==> config.mk <==
export PLATFORM = sky130hd
export DESIGN_NAME = btn_encode_flat
export DESIGN_NICKNAME = d
export VERILOG_FILES = /design/src/rtl/btn_encode_if.sv /design/src/rtl/btn_encode.sv /design/src/flat_wrapper.sv
export SDC_FILE = /design/constraint.sdc
export NUM_CORES = 1
export LEC_CHECK = 0
export ABC_AREA = 1
export BUFFER_PORTS_ARGS = -buffer_cell sky130_fd_sc_hd__clkbuf_2
export CAP_MARGIN = 10
export CORE_MARGIN = 2
export CORE_UTILIZATION = 63
export CTS_CLUSTER_SIZE = 24
export DETAILED_ROUTE_END_ITERATION = 12
export HOLD_SLACK_MARGIN = 0.03
export PLACE_DENSITY = 0.81
export SLEW_MARGIN = 10
export SYNTH_ARGS = -nofsm -noshare
export SYNTH_HDL_FRONTEND = slang
export SYNTH_SLANG_ARGS = --single-unit
export TNS_END_PERCENT = 5
==> constraint.sdc <==
create_clock -name clk -period 1.9 [get_ports clk]
set_input_delay 0.38 -clock clk [delete_from_list [all_inputs] [get_ports clk]]
set_output_delay 0.38 -clock clk [all_outputs]
set_load 0.1 [all_outputs]
==> src/rtl/btn_encode_if.sv <==
// Pushbutton front-end bundle: raw pins in, one-hot code / strobe / chord error out.
// Latency: n/a (wiring only).
// Backpressure: none; the consumer samples btn/press_stb/err every cycle.
interface btn_encode_if;
    logic [2:0] btn_raw;
    logic [2:0] btn;
    logic       press_stb;
    logic       err;

    modport master (output btn_raw, input btn, press_stb, err);
    modport slave  (input btn_raw, output btn, press_stb, err);
endinterface

==> src/rtl/btn_encode.sv <==
// Synchronise, debounce and one-hot encode three pushbuttons; BTN_LATCH_EN keeps the last code after release.
// Latency: DEB_CYCLES+3 clocks from a stable raw change to btn (2 sync + DEB_CYCLES debounce + 1 FSM).
// Backpressure: none; press_stb is a single-cycle pulse the decoder must catch.
module btn_encode #(
    parameter int DEB_CYCLES = 1000000,
    parameter int CNT_W      = 20
) (
    input  logic           clk,
    input  logic           rst,
    btn_encode_if.slave    bif
);

    localparam logic [1:0] IDLE   = 2'd0;
    localparam logic [1:0] ACTIVE = 2'd1;
    localparam logic [1:0] LOCK   = 2'd2;

    localparam logic [CNT_W-1:0] CNT_LAST = CNT_W'(DEB_CYCLES - 1);

    logic [2:0]       sync_meta;
    logic [2:0]       sync_q;
    logic [2:0]       deb;
    logic [CNT_W-1:0] cnt [3];

    logic [1:0]       state;
    logic [2:0]       btn_q;
    logic             stb_q;
    logic             err_q;

    logic             deb_none;
    logic             deb_one;

    always_ff @(posedge clk) begin
        if (rst) begin
            sync_meta <= '0;
            sync_q    <= '0;
        end else begin
            sync_meta <= bif.btn_raw;
            sync_q    <= sync_meta;
        end
    end

    // Any agreement between sync and debounced value restarts the stability window.
    always_ff @(posedge clk) begin
        if (rst) begin
            deb <= '0;
            for (int i = 0; i < 3; i++) begin
                cnt[i] <= '0;
            end
        end else begin
            for (int i = 0; i < 3; i++) begin
                if (sync_q[i] == deb[i]) begin
                    cnt[i] <= '0;
                end else if (cnt[i] == CNT_LAST) begin
                    deb[i] <= sync_q[i];
                    cnt[i] <= '0;
                end else begin
                    cnt[i] <= cnt[i] + 1'b1;
                end
            end
        end
    end

    always_comb begin
        deb_none = (deb == 3'b000);
        deb_one  = !deb_none && ((deb & (deb - 3'd1)) == 3'b000);
    end

    always_ff @(posedge clk) begin
        if (rst) begin
            state <= IDLE;
            btn_q <= '0;
            stb_q <= 1'b0;
            err_q <= 1'b0;
        end else begin
            stb_q <= 1'b0;
            case (state)
                IDLE: begin
                    if (deb_one) begin
                        state <= ACTIVE;
                        btn_q <= deb;
                        stb_q <= 1'b1;
                    end else if (!deb_none) begin
                        state <= LOCK;
                        btn_q <= '0;
                        err_q <= 1'b1;
                    end
                end
                ACTIVE: begin
                    if (deb == btn_q) begin
                        state <= ACTIVE;
                    end else if (deb_none) begin
                        state <= IDLE;
`ifdef BTN_LATCH_EN
                        btn_q <= btn_q;
`else
                        btn_q <= '0;
`endif
                    end else begin
                        // Added button or direct swap: never pass a second code through.
                        state <= LOCK;
                        btn_q <= '0;
                        err_q <= 1'b1;
                    end
                end
                LOCK: begin
                    btn_q <= '0;
                    if (deb_none) begin
                        state <= IDLE;
                        err_q <= 1'b0;
                    end
                end
                default: begin
                    state <= IDLE;
                    btn_q <= '0;
                    err_q <= 1'b0;
                end
            endcase
        end
    end

    assign bif.btn       = btn_q;
    assign bif.press_stb = stb_q;
    assign bif.err       = err_q;

endmodule
==> src/flat_wrapper.sv <==
// flat-port wrapper written by rule: the top's interface ports become plain ports
module btn_encode_flat 
#(
    parameter int DEB_CYCLES = 1000000,
    parameter int CNT_W      = 20
)
  (clk, rst, bif_btn_raw, bif_btn, bif_press_stb, bif_err);
  btn_encode_if bif_i ();
  input  logic clk;
  input  logic rst;
  input wire logic [$bits(bif_i.btn_raw)-1:0] bif_btn_raw;
  output wire logic [$bits(bif_i.btn)-1:0] bif_btn;
  output wire logic [$bits(bif_i.press_stb)-1:0] bif_press_stb;
  output wire logic [$bits(bif_i.err)-1:0] bif_err;
  assign bif_i.btn_raw = bif_btn_raw;
  assign bif_btn = bif_i.btn;
  assign bif_press_stb = bif_i.press_stb;
  assign bif_err = bif_i.err;
  btn_encode #(.DEB_CYCLES(DEB_CYCLES), .CNT_W(CNT_W)) u_core (.clk(clk), .rst(rst), .bif(bif_i));
endmodule
==> results of run 1 <==
[per-layer routing]
layer	routed length [um]	up-vias	track usage (%)	part of all wire, %
li1	-	1846	-	-
met4	87	0	6.57	1.0
met2	4240	71	41.6	50
met1	3900	1643	30.4	46
met5	0	-	0	0
met3	312	9	4.52	3.7
[cells by family (layout without fill, tap and decap cells)]
group / after synthesis / count (layout) / share of synthesized area [%]
DFF: 76 / 76 / 47.9
AOI/OAI and AO/OA: 43 / 43 / 5.51
adders and majority gates: 3 / 3 / 0.848
xor gates and xnor gates: 23 / 23 / 4.55
buffers and inverters: 64 / 87 / 6.36
other: 1 / 60 / 0.0847
and+or+nand+nor: 323 / 323 / 34.7
[worst paths after layout]
| check | to | cells past startpoint | slack, ns |
|---|---|---|---|
| setup reg to reg | u_core.cnt[1][6]$_SDFFCE_PN0P_ | 8 | 0.14 |
| setup / recovery | u_core.cnt[1][6]$_SDFFCE_PN0P_ | 8 | 0.14 |
| hold / removal | u_core.sync_meta[0]$_SDFF_PP0_ | 3 | 0.22 |
| hold reg to reg | u_core.sync_q[2]$_SDFF_PP0_ | 2 | 0.41 |
[cell usage in the layout (no fill, tap or decap), types with 4 or more instances in the layout]
master and instances:
nand2_1 117, nor2_1 88, edfxtp_1 60, conb_1 60, inv_1 55, nand3_1 31
nor2_2 30, a21oi_1 25, nand4_1 18, xor2_1 16, dfxtp_1 16, nor3_1 10
clkbuf_8 9, clkbuf_2 9, xnor2_1 7, o21ai_0 7, a21oi_2 6, nand3_2 4
nand2_2 4, nor2_4 4, inv_2 4
[power groups by stage]
stage	clock network [uW]	logic, uW	registers (uW)
6_report	1450	167	1910
4_1_cts	1460	163	1910
3_3_place_gp	0	156	1940
2_1_floorplan	0	135	1930
3_5_place_dp	0	161	1950
5_1_grt	1520	193	1920
[area by class of cell]
class	count	area, um^2	share of cell area (%)
repair buffers	12	67.6	1.35
clock inverters	6	104	2.07
inverters	59	221	4.42
multi-input cells	452	2240	44.8
flip-flops and latches	76	2120	42.4
clock buffers	10	128	2.55
well taps	96	120	2.40
[registers in the layout, summed over array words and instances, names as in the netlist]
name and cells:
u_core.bif.press_stb 1, u_core.cnt 60, u_core.sync_q 3, u_core.sync_meta 3, u_core.bif.err 1, u_core.deb 3, u_core.state 2, u_core.bif.btn 3
[critical path, delay by kind of cell (launching register included)]
kind                       cells  cell delay, ns
AOI/OAI and AO/OA              1            0.08
adders and majority gates      1            0.19
buffers and inverters          1            0.09
DFF                            1            0.40
and+or+nand+nor                5            0.73
[metrics by stage]
stage	worst slack, ns	cells
final	0.139	711
after detailed placement	0.132	695
after global placement	0.222	695
after global routing	0.0478	711
after CTS	0.131	711
after floorplan	0.191	592
==> results.tsv, run 1 <==
metric	value	unit
outcome	finished, final reports clean	
fin_area	0.00501	mm^2
cts_buffers	9	
netSwitchingPower	759	uW
place_area	0.00478	mm^2
fin_worst_skew	0.0108	ns
grt_pass1_vias	3308	
nFillCells	514	
cp_max_fo	18	
cp_slowest_stage_delay	0.40	ns
insertion_delay	0.35	ns
synth_edf_count	60	
place_hpwl	6.51	mm
regToRegStartpoint	u_core.cnt[1][0]$_SDFFCE_PN0P_	
whs	0.220	ns
p_int	2770	uW
start_util	65.2	%
yosysMostFrequentCell	nand2_1	
p_per_area	704	mW/mm^2
crit_path_end_kind	flop	
cts_resized	0	
p_leak	0.00192	uW
fmax	0.568	GHz
gp_congestion	0.860	
area_delta_synth_final	13.1	%
pin_count	10	
antenna_found_initial	0	
synth_ff_type	edfxtp_1	
critPathLaunchType	flop	
cts_tree	done	
arrival	1.85	ns
async_flop_share	0	%
gr-total-overflow	0	
wirelength	8.54	mm
yosysSeqAreaShare	47.9	%
synth_top_cell_by_area	edfxtp_1	
ys_seq_elements	76	
yosys-top-cells-area	edfxtp_1 41%, nand2_1 9.9%, nor2_1 7.5%, dfxtp_1 7.2%, inv_1 4.7%	
worst_pin_slew	0.575	ns
fp.dieH	87.8	um
ys_warn_count	0	
p_sw_share	21.5	%
crit_slowest_cell	edfxtp_1	
nets	618	
crit_top_cell	nor2_4	
syn_inst	533	
hold_violations	0	
grt_max_degree	20	
drv_slew	0	
drive_gt1_share	14.3	%
diodes	0	
fin_tns_setup	0	ns
ant_nets	0	
pwr-share-comb	4.7	%
num_rows	30	
clockBufferDepth	2	
chipWidth	87.8	um
setup_viol	0	
postCtsSetupRepairBufs	0	
wl_per_cell	12.0	um
seqPwrFrac	54.2	%
grt_first_pass_wirelength	14.3	mm
rsz0062_at_grt	false	
total_power	3530	uW
track_usage	23.8	%
routed_via_density	5.02	
synthTopCellsByCount	117 x nand2_1, 88 x nor2_1, 60 x edfxtp_1	
required	1.99	ns
core_area	0.00679	mm^2
pwr-share-clk	41.1	%
avgSynthCellArea	8.31	um^2
ir_worst_vdd	0.437	mV
drtPass1Iterations	5	
hold_path.class	in2reg	
drv_cap	0	
clk_pin_slew	0.07	ns
min_from	bif_btn_raw[0]	
portBuffers	9	
relSlewSlack	61.9	%
fin_util	73.7	%
crit_chain	ha_1 -> nand2_1 -> nor2_4 -> inv_2 -> nor2_4 -> nand3_4 -> nand2_4 -> a21oi_1	
synth_top_area_share	40.7	%
crit_start	u_core.cnt[1][0]$_SDFFCE_PN0P_	
critical_path_class	reg2reg	
synth_cell_types	36	
cts_hold_buf	0	
drt_iter0_drc	236	
cts_sinks	76	
finalCritPeriodShare	92.7	%
fin_crit	1.76	ns
syn_area	0.00443	mm^2
htree_levels	3	
die_area	0.00771	mm^2
cts_root_buf	clkbuf_8	
drc_errors	0	
vias	3569	
Note: power is estimated with default switching activity, not from simulation.
==> run 2, diff against run 1 <==
--- a/config.mk
+++ b/config.mk
@@ -13,7 +13,7 @@
 export CTS_CLUSTER_SIZE = 24
 export DETAILED_ROUTE_END_ITERATION = 12
 export HOLD_SLACK_MARGIN = 0.03
-export PLACE_DENSITY = 0.81
+export PLACE_DENSITY = 0.89
 export SLEW_MARGIN = 10
 export SYNTH_ARGS = -nofsm -noshare
 export SYNTH_HDL_FRONTEND = slang
==> run 2 against run 1 <==
  * Sequential share of layout area is 0.56 points higher
  * Die area unchanged
  * Global-route usage is 0.30 points lower
  * Sequential power about the same
  * Hold slack improved by 0.00066 ns
  * Largest cell class unchanged
==> results.tsv, run 2 (synthesized netlist as in run 1, its figures left out) <==
metric	value	unit
worst_pin_slew	0.543	ns
drv_cap	0	
gp_congestion	0.902	
hold_path.class	in2reg	
num_rows	30	
htree_levels	3	
area_delta_synth_final	11.6	%
cts_sinks	76	
setup_viol	0	
clk_pin_slew	0.08	ns
rsz0062_at_grt	false	
cp_max_fo	18	
critPathLaunchType	flop	
drive_gt1_share	14.3	%
seqCellArea	0.00212	mm^2
ir_worst_vdd	0.348	mV
crit_path_end_kind	flop	
vias	3626	
crit_top_cell	nor2_4	
grt_max_degree	20	
fin_worst_skew	0.00568	ns
wl_per_cell	11.6	um
p_leak	0.00190	uW
multi_input_area	0.00224	mm^2
largest_reg_flops	60	
finalCritPeriodShare	90.7	%
crit_chain	ha_1 -> nand2_1 -> nor2_4 -> inv_2 -> nor2_4 -> nand3_4 -> nand2_4 -> a21oi_1	
drv_slew	0	
track_usage	23.5	%
fmax	0.580	GHz
regMostFlops	u_core.cnt	
portBuffers	9	
grt_pass1_vias	3507	
cp_slowest_stage_delay	0.39	ns
nFillCells	518	
drc_errors	0	
die_area	0.00771	mm^2
final_common_cell	nand2_1	
path_delay_family	simple AND/OR/NAND/NOR gates	
clockBufferDepth	2	
whs	0.220	ns
cts_hold_buf	0	
core_area	0.00679	mm^2
fp.dieH	87.8	um
postCtsSetupRepairBufs	0	
ant_nets	0	
cts_buffers	9	
drtPass1Iterations	5	
path_buf_inv	1	
outcome	finished, final reports clean	
diodes	0	
fin_crit	1.72	ns
drt_iter0_drc	232	
antenna_found_initial	0	
gr-total-overflow	0	
chipWidth	87.8	um
required	1.99	ns
place_hpwl	6.23	mm
arrival	1.82	ns
critical_path_class	reg2reg	
wirelength	8.23	mm
grt_first_pass_wirelength	14.3	mm
relSlewSlack	63.9	%
insertion_delay	0.35	ns
p_per_area	647	mW/mm^2
routed_via_density	5.11	
cts_tree	done	
layout_common_cells	117 x nand2_1, 88 x nor2_1, 60 x edfxtp_1, 60 x conb_1, 55 x inv_1	
start_util	65.2	%
cts_root_buf	clkbuf_8	
crit_slowest_cell	edfxtp_1	
r2r_setup_slack	0.18	ns
pin_count	10	
cts_resized	0	
nets	617	
hold_violations	0	
fin_tns_setup	0	ns
-- run 2: where the power goes --
| group | internal, uW | switching (uW) | total [uW] |
|---|---|---|---|
| logic | 51.2 | 115 | 166 |
| clock network | 515 | 605 | 1120 |
| registers | 1850 | 59.0 | 1910 |
-- run 2: per-layer routing --
metal | share of wire [%] | global-route usage [%]
met4 | 2.4 | 12.0
met2 | 50 | 40.7
met5 | 0 | 0
met1 | 42 | 28.2
met3 | 5.8 | 4.05
-- run 2: per-stage QoR --
stage	setup slack, ns	utilization [%]	cells	cell area (um^2)	total power [uW]
2_1_floorplan	0.191	-	592	4650	2070
5_1_grt	0.0168	72.7	710	4940	3320
4_1_cts	0.161	72.7	710	4940	3220
3_5_place_dp	0.170	70.2	694	4770	2110
3_3_place_gp	0.221	70.2	694	4770	2100
6_report	0.177	72.7	710	4940	3200
-- run 2: worst min-delay path: stages --
cell	delay, ns
clkbuf_2	0.08
inv_1	0.04
nor2_1	0.03
-- run 2: final timing paths --
check | start | to | cells after the start
hold / removal | bif_btn_raw[0] | u_core.sync_meta[0]$_SDFF_PP0_ | 3
hold reg to reg | u_core.sync_meta[1]$_SDFF_PP0_ | u_core.sync_q[1]$_SDFF_PP0_ | 2
setup / recovery | u_core.cnt[1][0]$_SDFFCE_PN0P_ | u_core.cnt[1][3]$_SDFFCE_PN0P_ | 8
setup reg to reg | u_core.cnt[1][0]$_SDFFCE_PN0P_ | u_core.cnt[1][3]$_SDFFCE_PN0P_ | 8
-- run 2: final cells by class --
type / count / share of cell area [%]
Multi-Input combinational cell: 452 / 45.4
Sequential cell: 76 / 42.9
Inverter: 59 / 4.48
Clock buffer: 11 / 2.86
Tap cell: 96 / 2.43
Timing Repair Buffer: 11 / 1.22
Clock inverter: 5 / 0.658
